===== config.mk =====
export PLATFORM = sky130hd
export DESIGN_NAME = mem_region_streamer
export DESIGN_NICKNAME = d
export VERILOG_FILES = /design/src/rtl/mem_stream_pkg.sv /design/src/rtl/mem_stream_fifo.sv /design/src/rtl/mem_region_streamer.sv
export SDC_FILE = /design/constraint.sdc
export NUM_CORES = 1
export LEC_CHECK = 0
export CORE_MARGIN = 8
export CORE_UTILIZATION = 60
export CTS_BUF_LIST = sky130_fd_sc_hd__clkbuf_2 sky130_fd_sc_hd__clkbuf_4 sky130_fd_sc_hd__clkbuf_8
export CTS_CLUSTER_SIZE = 16
export DETAILED_ROUTE_END_ITERATION = 8
export GPL_ROUTABILITY_DRIVEN = 0
export PLACE_DENSITY = 0.88
export SLEW_MARGIN = 20
export SYNTH_ARGS = -nofsm -noshare
export SYNTH_HDL_FRONTEND = slang
export SYNTH_SLANG_ARGS = --single-unit

===== constraint.sdc =====
create_clock -name clk -period 6.9 [get_ports clk]
set_input_delay 1.035 -clock clk [delete_from_list [all_inputs] [get_ports clk]]
set_output_delay 1.035 -clock clk [all_outputs]
set_load 0.01 [all_outputs]

===== src/rtl/mem_stream_pkg.sv =====
// Shared types for the memory region streamer: FSM states, FIFO entry, default depth.
// ADDR_SIZE / DATA_SIZE fall back to 23 / 32 when the surrounding build does not define them.
`ifndef ADDR_SIZE
`define ADDR_SIZE 23
`endif
`ifndef DATA_SIZE
`define DATA_SIZE 32
`endif

package mem_stream_pkg;

    typedef enum logic [1:0] {
        ST_IDLE  = 2'd0,
        ST_REQ   = 2'd1,
        ST_WAIT  = 2'd2,
        ST_DRAIN = 2'd3
    } state_t;

    typedef struct packed {
        logic [`DATA_SIZE-1:0] data;
        logic                  last;
    } fifo_entry_t;

    localparam int FIFO_DEPTH_DEF = 4;

endpackage


===== src/rtl/mem_stream_fifo.sv =====
// Synchronous FIFO of entry structs; write visible at head one cycle after push.
// Push when full and pop when empty are dropped; push+pop together leave the count unchanged.
module mem_stream_fifo
    import mem_stream_pkg::*;
#(
    parameter int  DEPTH   = FIFO_DEPTH_DEF,
    parameter type entry_t = fifo_entry_t
) (
    input  logic                     clk,
    input  logic                     rst,
    input  logic                     i_push,
    input  entry_t                   i_push_dat,
    input  logic                     i_pop,
    output entry_t                   o_head,
    output logic                     o_full,
    output logic                     o_empty,
    output logic [$clog2(DEPTH):0]   o_count
);

    localparam int AW = $clog2(DEPTH);

    entry_t          r_mem [DEPTH];
    logic [AW-1:0]   r_wr_ptr;
    logic [AW-1:0]   r_rd_ptr;
    logic [AW:0]     r_count;
    logic            w_push;
    logic            w_pop;

    assign o_full  = (r_count == (AW+1)'(DEPTH));
    assign o_empty = (r_count == '0);
    assign o_count = r_count;
    assign w_push  = i_push && !o_full;
    assign w_pop   = i_pop && !o_empty;

    // Head reads as zero when empty so the storage itself needs no reset.
    assign o_head  = o_empty ? '0 : r_mem[r_rd_ptr];

    always_ff @(posedge clk) begin
        if (w_push) begin
            r_mem[r_wr_ptr] <= i_push_dat;
        end
    end

    always_ff @(posedge clk or posedge rst) begin
        if (rst) begin
            r_wr_ptr <= '0;
            r_rd_ptr <= '0;
            r_count  <= '0;
        end else begin
            if (w_push) begin
                r_wr_ptr <= r_wr_ptr + 1'b1;
            end
            if (w_pop) begin
                r_rd_ptr <= r_rd_ptr + 1'b1;
            end
            case ({w_push, w_pop})
                2'b10:   r_count <= r_count + 1'b1;
                2'b01:   r_count <= r_count - 1'b1;
                default: r_count <= r_count;
            endcase
        end
    end

endmodule


===== src/rtl/mem_region_streamer.sv =====
// Walks a word region through a memory handle, one outstanding read, words out on valid/ready; start->r_en 2 edges.
// Reads stall while the output FIFO is full; MEM_STREAM_BOUNDS_CHECK_EN rejects reversed regions with an err pulse.
module mem_region_streamer
    import mem_stream_pkg::*;
#(
    parameter int ADDR_W     = `ADDR_SIZE,
    parameter int DATA_W     = `DATA_SIZE,
    parameter int FIFO_DEPTH = FIFO_DEPTH_DEF
) (
    input  logic              clk,
    input  logic              rst,
    input  logic              start,
    input  logic [ADDR_W-1:0] region_begin,
    input  logic [ADDR_W-1:0] region_end,
    output logic [ADDR_W-1:0] mh_region_begin,
    output logic [ADDR_W-1:0] mh_region_end,
    output logic [ADDR_W-1:0] mh_ptr,
    output logic              mh_r_en,
    output logic              mh_w_en,
    output logic              mh_write_through,
    output logic              mh_read_through,
    input  logic              mh_avail,
    input  logic              mh_done,
    input  logic [DATA_W-1:0] mh_data,
    output logic [DATA_W-1:0] out_data,
    output logic              out_valid,
    output logic              out_last,
    input  logic              out_ready,
    output logic              busy,
    output logic              err
);

    localparam int CW = $clog2(FIFO_DEPTH);

    typedef struct packed {
        logic [DATA_W-1:0] data;
        logic              last;
    } entry_t;

    state_t            r_state;
    state_t            w_state_nxt;
    logic [ADDR_W-1:0] r_ptr;
    logic [ADDR_W-1:0] r_begin;
    logic [ADDR_W-1:0] r_end;
    logic [ADDR_W:0]   r_remaining;
    logic              r_r_en;
    logic              r_err;
    logic              w_reject;
    logic              w_start_ok;
    logic              w_issue;
    logic              w_push;
    logic              w_pop;
    logic              w_full;
    logic              w_empty;
    logic              w_last_word;
    logic [CW:0]       w_count;
    logic [ADDR_W-1:0] w_span;
    entry_t            w_push_dat;
    entry_t            w_head;

`ifdef MEM_STREAM_BOUNDS_CHECK_EN
    assign w_reject = (region_end < region_begin);
`else
    assign w_reject = 1'b0;
`endif

    assign w_start_ok  = (r_state == ST_IDLE) && start && !w_reject;
    assign w_issue     = (r_state == ST_REQ) && mh_avail && !w_full;
    assign w_push      = (r_state == ST_WAIT) && mh_done;
    assign w_pop       = !w_empty && out_ready;
    assign w_last_word = (r_remaining == (ADDR_W+1)'(1));
    assign w_span      = region_end - region_begin + 1'b1;

    assign w_push_dat.data = mh_data;
    assign w_push_dat.last = w_last_word;

    always_comb begin
        w_state_nxt = r_state;
        case (r_state)
            ST_IDLE:  if (w_start_ok) w_state_nxt = ST_REQ;
            ST_REQ:   if (w_issue) w_state_nxt = ST_WAIT;
            ST_WAIT:  if (mh_done) w_state_nxt = w_last_word ? ST_DRAIN : ST_REQ;
            ST_DRAIN: if (w_empty || (w_pop && w_count == (CW+1)'(1))) w_state_nxt = ST_IDLE;
            default:  w_state_nxt = ST_IDLE;
        endcase
    end

    always_ff @(posedge clk or posedge rst) begin
        if (rst) begin
            r_state <= ST_IDLE;
        end else begin
            r_state <= w_state_nxt;
        end
    end

    always_ff @(posedge clk or posedge rst) begin
        if (rst) begin
            r_ptr       <= '0;
            r_begin     <= '0;
            r_end       <= '0;
            r_remaining <= '0;
            r_r_en      <= 1'b0;
            r_err       <= 1'b0;
        end else begin
            r_err <= 1'b0;
            case (r_state)
                ST_IDLE: begin
                    if (start && w_reject) begin
                        r_err <= 1'b1;
                    end else if (start) begin
                        r_begin     <= region_begin;
                        r_end       <= region_end;
                        r_ptr       <= region_begin;
                        // A span of zero in the low bits means the full 2^ADDR_W words.
                        r_remaining <= {(w_span == '0), w_span};
                    end
                end
                ST_REQ: begin
                    if (w_issue) begin
                        r_r_en <= 1'b1;
                    end
                end
                ST_WAIT: begin
                    if (mh_done) begin
                        r_r_en      <= 1'b0;
                        r_ptr       <= r_ptr + 1'b1;
                        r_remaining <= r_remaining - 1'b1;
                    end
                end
                default: ;
            endcase
        end
    end

    mem_stream_fifo #(
        .DEPTH   (FIFO_DEPTH),
        .entry_t (entry_t)
    ) u_fifo (
        .clk        (clk),
        .rst        (rst),
        .i_push     (w_push),
        .i_push_dat (w_push_dat),
        .i_pop      (w_pop),
        .o_head     (w_head),
        .o_full     (w_full),
        .o_empty    (w_empty),
        .o_count    (w_count)
    );

    assign mh_region_begin  = r_begin;
    assign mh_region_end    = r_end;
    assign mh_ptr           = r_ptr;
    assign mh_r_en          = r_r_en;
    assign mh_w_en          = 1'b0;
    assign mh_write_through = 1'b0;
    assign mh_read_through  = 1'b0;
    assign out_data         = w_head.data;
    assign out_last         = w_head.last;
    assign out_valid        = !w_empty;
    assign busy             = (r_state != ST_IDLE);
    assign err              = r_err;

endmodule


==> results of run 1 <==
final cells by class:
class	instances	share of cell area
Clock buffer	65	0.0513
Tap cell	265	0.0226
Sequential cell	235	0.447
Inverter	47	0.0122
Clock inverter	6	0.00239
Timing Repair Buffer	199	0.134
Multi-Input combinational cell	722	0.331
critical path: cells and delay by family:
kind / cells / cell delay, ns
AOI/OAI and AO/OA: 5 / 1.26
buffers and inverters: 4 / 0.64
adders and majority gates: 3 / 0.88
and+or+nand+nor: 4 / 0.64
final timing paths:
| kind | slack [ns] | endpoint | cells past startpoint | startpoint |
|---|---|---|---|---|
| hold / removal | 0.48 | mh_region_end[22] | 2 | mh_region_end[22] |
| setup reg to reg | 3.61 | u_fifo.r_mem[0][7] | 5 | r_state[1] |
| hold reg to reg | 0.48 | mh_region_end[22] | 2 | mh_region_end[22] |
| setup / recovery | 2.93 | r_remaining[23] | 16 | region_end[1] |
| max in group asynchronous | 4.73 | u_fifo.r_rd_ptr[0] | 3 | rst |
| min in group asynchronous | 0.92 | mh_region_begin[20] | 2 | rst |
metal layers:
| layer | GRT usage | wire [um] |
|---|---|---|
| met3 | 0.0587 | 2190 |
| met5 | 0 | 0 |
| met1 | 0.280 | 11500 |
| met2 | 0.407 | 14000 |
| met4 | 0.0906 | 697 |
stage by stage:
step / hold WS (ns) / setup WS [ns] / util / instance area [sq um]
final: 0.475 / 2.93 / 0.757 / 14600
after global routing: 0.497 / 2.73 / 0.757 / 14600
after CTS: 0.482 / 2.95 / 0.757 / 14600
after detailed placement: 0.462 / 2.38 / 0.717 / 13900
after global placement: 0.458 / 2.45 / 0.717 / 13900
after floorplan: 0.447 / 3.16 / - / 11700
cell usage after synthesis (2+ instances only):
cell type  count
mux4_2        33
and3_1        11
nand4_1        4
nand2b_1       9
o21ai_0       80
a22o_1         8
xnor2_1       11
buf_4          4
o211ai_1       6
o21bai_1       3
nor2b_1        6
a211oi_1       3
o21ai_1       13
o2111ai_1      2
o32ai_1        2
nor2_1        58
a21o_1         3
and2_1        38
edfxtp_1     132
xor2_1         6
a21oi_1       77
or3_1          8
buf_1          5
ha_1          55
o31a_1         2
o21a_1         4
nor4_2         2
o311ai_1       2
a22oi_1        5
mux2i_1        4
o22ai_1        9
a211oi_2       2
nand3_1       24
a221oi_1       2
nor4_1         8
clkbuf_1      39
a31oi_1        8
o22a_1         2
nor3_1        25
dfrtp_1      103
or2_2          3
inv_1         47
nand2_1      159
sequential cells by signal (all words and copies together), names as in the netlist:
| register | cells |
|---|---|
| mh_region_end | 23 |
| mh_ptr | 23 |
| u_fifo.r_rd_ptr | 2 |
| r_state | 2 |
| r_remaining | 24 |
| u_fifo.o_count | 3 |
| mh_r_en | 1 |
| u_fifo.r_wr_ptr | 2 |
| mh_region_begin | 23 |
| u_fifo.r_mem | 132 |
power by group:
part	switching [uW]	total, uW	internal (uW)
Clock	538	1220	687
Combinational	1310	2600	1280
Sequential	286	2140	1860
cells by family (layout without fill, tap and decap cells):
| family | after synthesis | count (layout) | synth area share |
|---|---|---|---|
| and+or+nand+nor | 361 | 361 | 0.143 |
| AOI/OAI and AO/OA | 247 | 247 | 0.127 |
| DFF | 235 | 235 | 0.558 |
| buffers and inverters | 96 | 317 | 0.0321 |
| adders and majority gates | 56 | 56 | 0.0604 |
| muxes | 37 | 37 | 0.0668 |
| xor gates and xnor gates | 17 | 17 | 0.0127 |
| other | 1 | 4 | 0.000320 |
==> metrics.csv, run 1 <==
metric;value;unit
num_vias;8922;
hp-class;flop to flop;
final_common_cell;clkdlybuf4s50_1;
worst_path_largest_cell_delay;0.46;ns
drive_above_1_share;0.108;
synth_area_per_cell;11.2;sq um
ys.flop_type;edfxtp_1;
finalHoldViolations;0;
dp_hpwl;19.8;mm
grt_max_degree;62;
drc;0;
yosys.area.top_type;edfxtp_1;
fin_cells;1539;
path_class;input port to flop;
cp_data_arrival_time;4.45;ns
min_period;3.97;ns
start_util;0.607;
h-tree-depth;2;
antenna_left;0;
avgViaCountPerCell;5.80;
worstMarginPinSlew;1.00;ns
area_growth_syn_to_layout;24.9;%
synth.distinct_cells;66;
clk_latency;0.55;ns
path_clk_slew;0.06;ns
core;0.0193;sq mm
seqCellArea;0.00654;sq mm
critPathRequiredTime;7.38;ns
endpoint_kind;flop;
fp-row-count;51;
dr.pass1.iters;5;
fin_tns_setup;0;ns
placedCellCount;1468;
synth_seq_area_share;0.558;
wl_per_cell;18.5;um
skew;0.0256;ns
yosys_warnings;0;
grt_pass1_wl;46.0;mm
status;finished clean;
p_leak;0.00581;uW
timing.final.crit_share;0.576;
multi_input_area;0.00484;sq mm
startpoint_type;input port;
cts.sinks;235;
die_area;0.0243;sq mm
io_pins;193;
post_cts_buffers;0;
fmax;0.252;GHz
cp_slowest_cell;clkdlybuf4s50_1;
synthArstFlopShare;0.438;
ir_drop;0.240;mV
fillCellCount;1255;
maxCapViolCount;0;
synth_cells;1050;
drt-total-wl;28.4;mm
netlist_area;0.0117;sq mm
grt_usage;0.236;
power.density;407;mW/mm^2
grt_overflow;0;
cts_hold_buf;0;
first_global_vias;9149;
crit_fanout;4;
chipWidth;156;um
rsz0062_at_grt;false;
crit_path_cell_trace;clkdlybuf4s50_1 > inv_1 > ha_1 > inv_1 > ha_1 > inv_1 > fa_1 > nor2b_1 > o31a_1 > o2111ai_1 > a211oi_1 > o31a_1 > o311ai_1 > nor4_1 > nand4_1 > nand3_1;
yosys_register_bits;235;
slew_headroom;0.330;
cp_common_cell;inv_1;
report.final.slew_viol_count;0;
postCtsResizedCells;0;
yosysTopAreaCellShare;0.338;
nets;1384;
numCtsBuffers;39;
die_height;156;um
final-setup-viol-count;0;
antenna_found_initial;0;
synth_edf_count;132;
drtIter0Drc;560;
synth_area_leaders;edfxtp_1 34%, dfrtp_1 22%, mux4_2 6.3%;
layout_common_cells;188 x clkdlybuf4s50_1, 159 x nand2_1, 132 x edfxtp_1;
root_buffer;clkbuf_8;
cts_tree;yes;
portBuffers;188;
clock_path_buffers;3;
power.total;5960;uW
diodes;0;
Note: power is estimated with default switching activity, not from simulation.
==> inputs of run 2 (changes only) <==
- CORE_UTILIZATION: 60 -> 56
- PLACE_DENSITY: 0.88 -> 0.83
- clock period: 6.9 -> 4 ns (I/O delays scaled with it)
==> run 2 against run 1 <==
  * Count of clock-buffer cells in the layout is 10 lower
  * Clock skew is 0.0041 ns lower
  * Register-to-register slack worse by 2.6 ns
  * Global-route usage is 1.1 points lower
  * Flip-flop and latch count stayed put
  * Setup slack worse by 2.4 ns
  * Design area is 0.82% higher
  * Sequential share of layout area is 0.36 points lower
  * Clock power is 67% higher
  * First-iteration DRC count is 12% lower
  * Combinational power is 74% higher
  * Hold slack worse by 0.0045 ns
==> metrics.csv, run 2 (synthesis gave the netlist of run 1 again) <==
metric;value;unit
status;finished clean;
cts_hold_buf;0;
area_growth_syn_to_layout;25.9;%
crit_path_cell_trace;clkdlybuf4s50_1 > inv_1 > ha_1 > inv_1 > ha_1 > inv_1 > fa_1 > nor2b_1 > o31a_1 > o2111ai_1 > a211oi_1 > buf_4 > o31a_1 > o311ai_1 > nor4_1 > nand4_1 > nand3_1;
grt_max_degree;57;
clk_latency;0.54;ns
fin_cells;1555;
fin_tns_setup;0;ns
p_leak;0.00586;uW
top_register;u_fifo.r_mem;
largest_registers;u_fifo.r_mem: 132 flops, r_remaining: 24 flops;
placedCellCount;1487;
finalHoldViolations;0;
post_cts_buffers;0;
slew_headroom;0.461;
startpoint_type;input port;
layout_common_cells;188 x clkdlybuf4s50_1, 159 x nand2_1, 132 x edfxtp_1;
postCtsResizedCells;0;
timing.final.crit_share;0.868;
antenna_found_initial;0;
diodes;0;
final_common_cell;clkdlybuf4s50_1;
first_global_vias;9131;
avgViaCountPerCell;5.78;
fmax;0.288;GHz
rsz0062_at_grt;false;
core;0.0208;sq mm
grt_usage;0.225;
drtIter0Drc;495;
hp-class;flop to flop;
seqCellArea;0.00654;sq mm
cts.sinks;235;
power.density;697;mW/mm^2
drc;0;
wl_met1;11.8;mm
grt_pass1_wl;47.2;mm
die_height;161;um
ir_drop;0.367;mV
die_area;0.0258;sq mm
wl_met3;2.25;mm
maxCapViolCount;0;
io_pins;193;
grt_overflow;0;
antenna_left;0;
chipWidth;161;um
path_class;input port to flop;
report.final.slew_viol_count;0;
drive_above_1_share;0.110;
multi_input_area;0.00484;sq mm
min_period;3.47;ns
wl_met2;14.9;mm
num_vias;8985;
largest_reg_flops;132;
wl_per_cell;18.9;um
fp-row-count;53;
cp_common_cell;inv_1;
rrSetupSlack;1.03;ns
critPathRequiredTime;4.41;ns
nets;1393;
critPathTopFamily;compound AO/OA/AOI/OAI gates;
critPathBufInv;5;
endpoint_kind;flop;
drt-total-wl;29.3;mm
cp_slowest_cell;clkdlybuf4s50_1;
path_clk_slew;0.06;ns
root_buffer;clkbuf_8;
fillCellCount;1471;
topRoutingLayerUsed;met4;
start_util;0.565;
final-setup-viol-count;0;
h-tree-depth;2;
cts_tree;yes;
worst_path_largest_cell_delay;0.46;ns
dp_hpwl;20.0;mm
portBuffers;188;
worstMarginPinSlew;0.807;ns
numCtsBuffers;39;
skew;0.0215;ns
dr.pass1.iters;5;
clock_path_buffers;3;
crit_fanout;4;
cp_data_arrival_time;3.88;ns
-- run 2: per-stage QoR --
stage	total power, uW	hold WS, ns	worst slack, ns	instance area [sq um]	util
finish	10300	0.471	0.527	14800	0.711
global route	11000	0.489	0.366	14800	0.711
CTS	10400	0.477	0.526	14800	0.711
detailed placement	8280	0.462	0.0144	14000	0.675
global placement	8130	0.457	0.127	14000	0.675
floorplan	6220	0.447	0.696	11700	-
-- run 2: per-layer routing --
metal | track usage | vias up
met2 | 0.398 | 345
met4 | 0.0640 | 0
met1 | 0.264 | 4374
met5 | 0 | -
met3 | 0.0607 | 39
li1 | - | 4227
-- run 2: worst paths after layout --
path                               startpoint             endpoint  cells past startpoint
setup / recovery                region_end[1]      r_remaining[23]                     17
hold / removal             mh_region_begin[1]   mh_region_begin[1]                      2
setup reg to reg                   r_state[1]  u_fifo.r_mem[2][15]                      5
hold reg to reg            mh_region_begin[1]   mh_region_begin[1]                      2
max in group asynchronous                 rst     mh_region_end[5]                      3
min in group asynchronous                 rst           mh_ptr[21]                      2
-- run 2: cell type report --
cell class              count  area share
clock buffers              55      0.0462
clock inverters            13     0.00466
inverters                  47      0.0121
multi-input cells         722       0.328
flip-flops and latches    235       0.443
well taps                 275      0.0233
repair buffers            208       0.143
-- run 2: worst reg2reg max path: stages, from the launching register on --
cell     delay [ns]
dfrtp_1        0.55
nor2b_4        0.57
nand2_1        0.25
a21oi_1        0.49
and2_2         0.55
buf_12         0.24
-- run 2: power by group --
part | internal, uW | leakage (uW) | switching [uW]
Clock | 1100 | 0.000409 | 933
Combinational | 2260 | 0.00302 | 2260
Sequential | 3200 | 0.00243 | 523
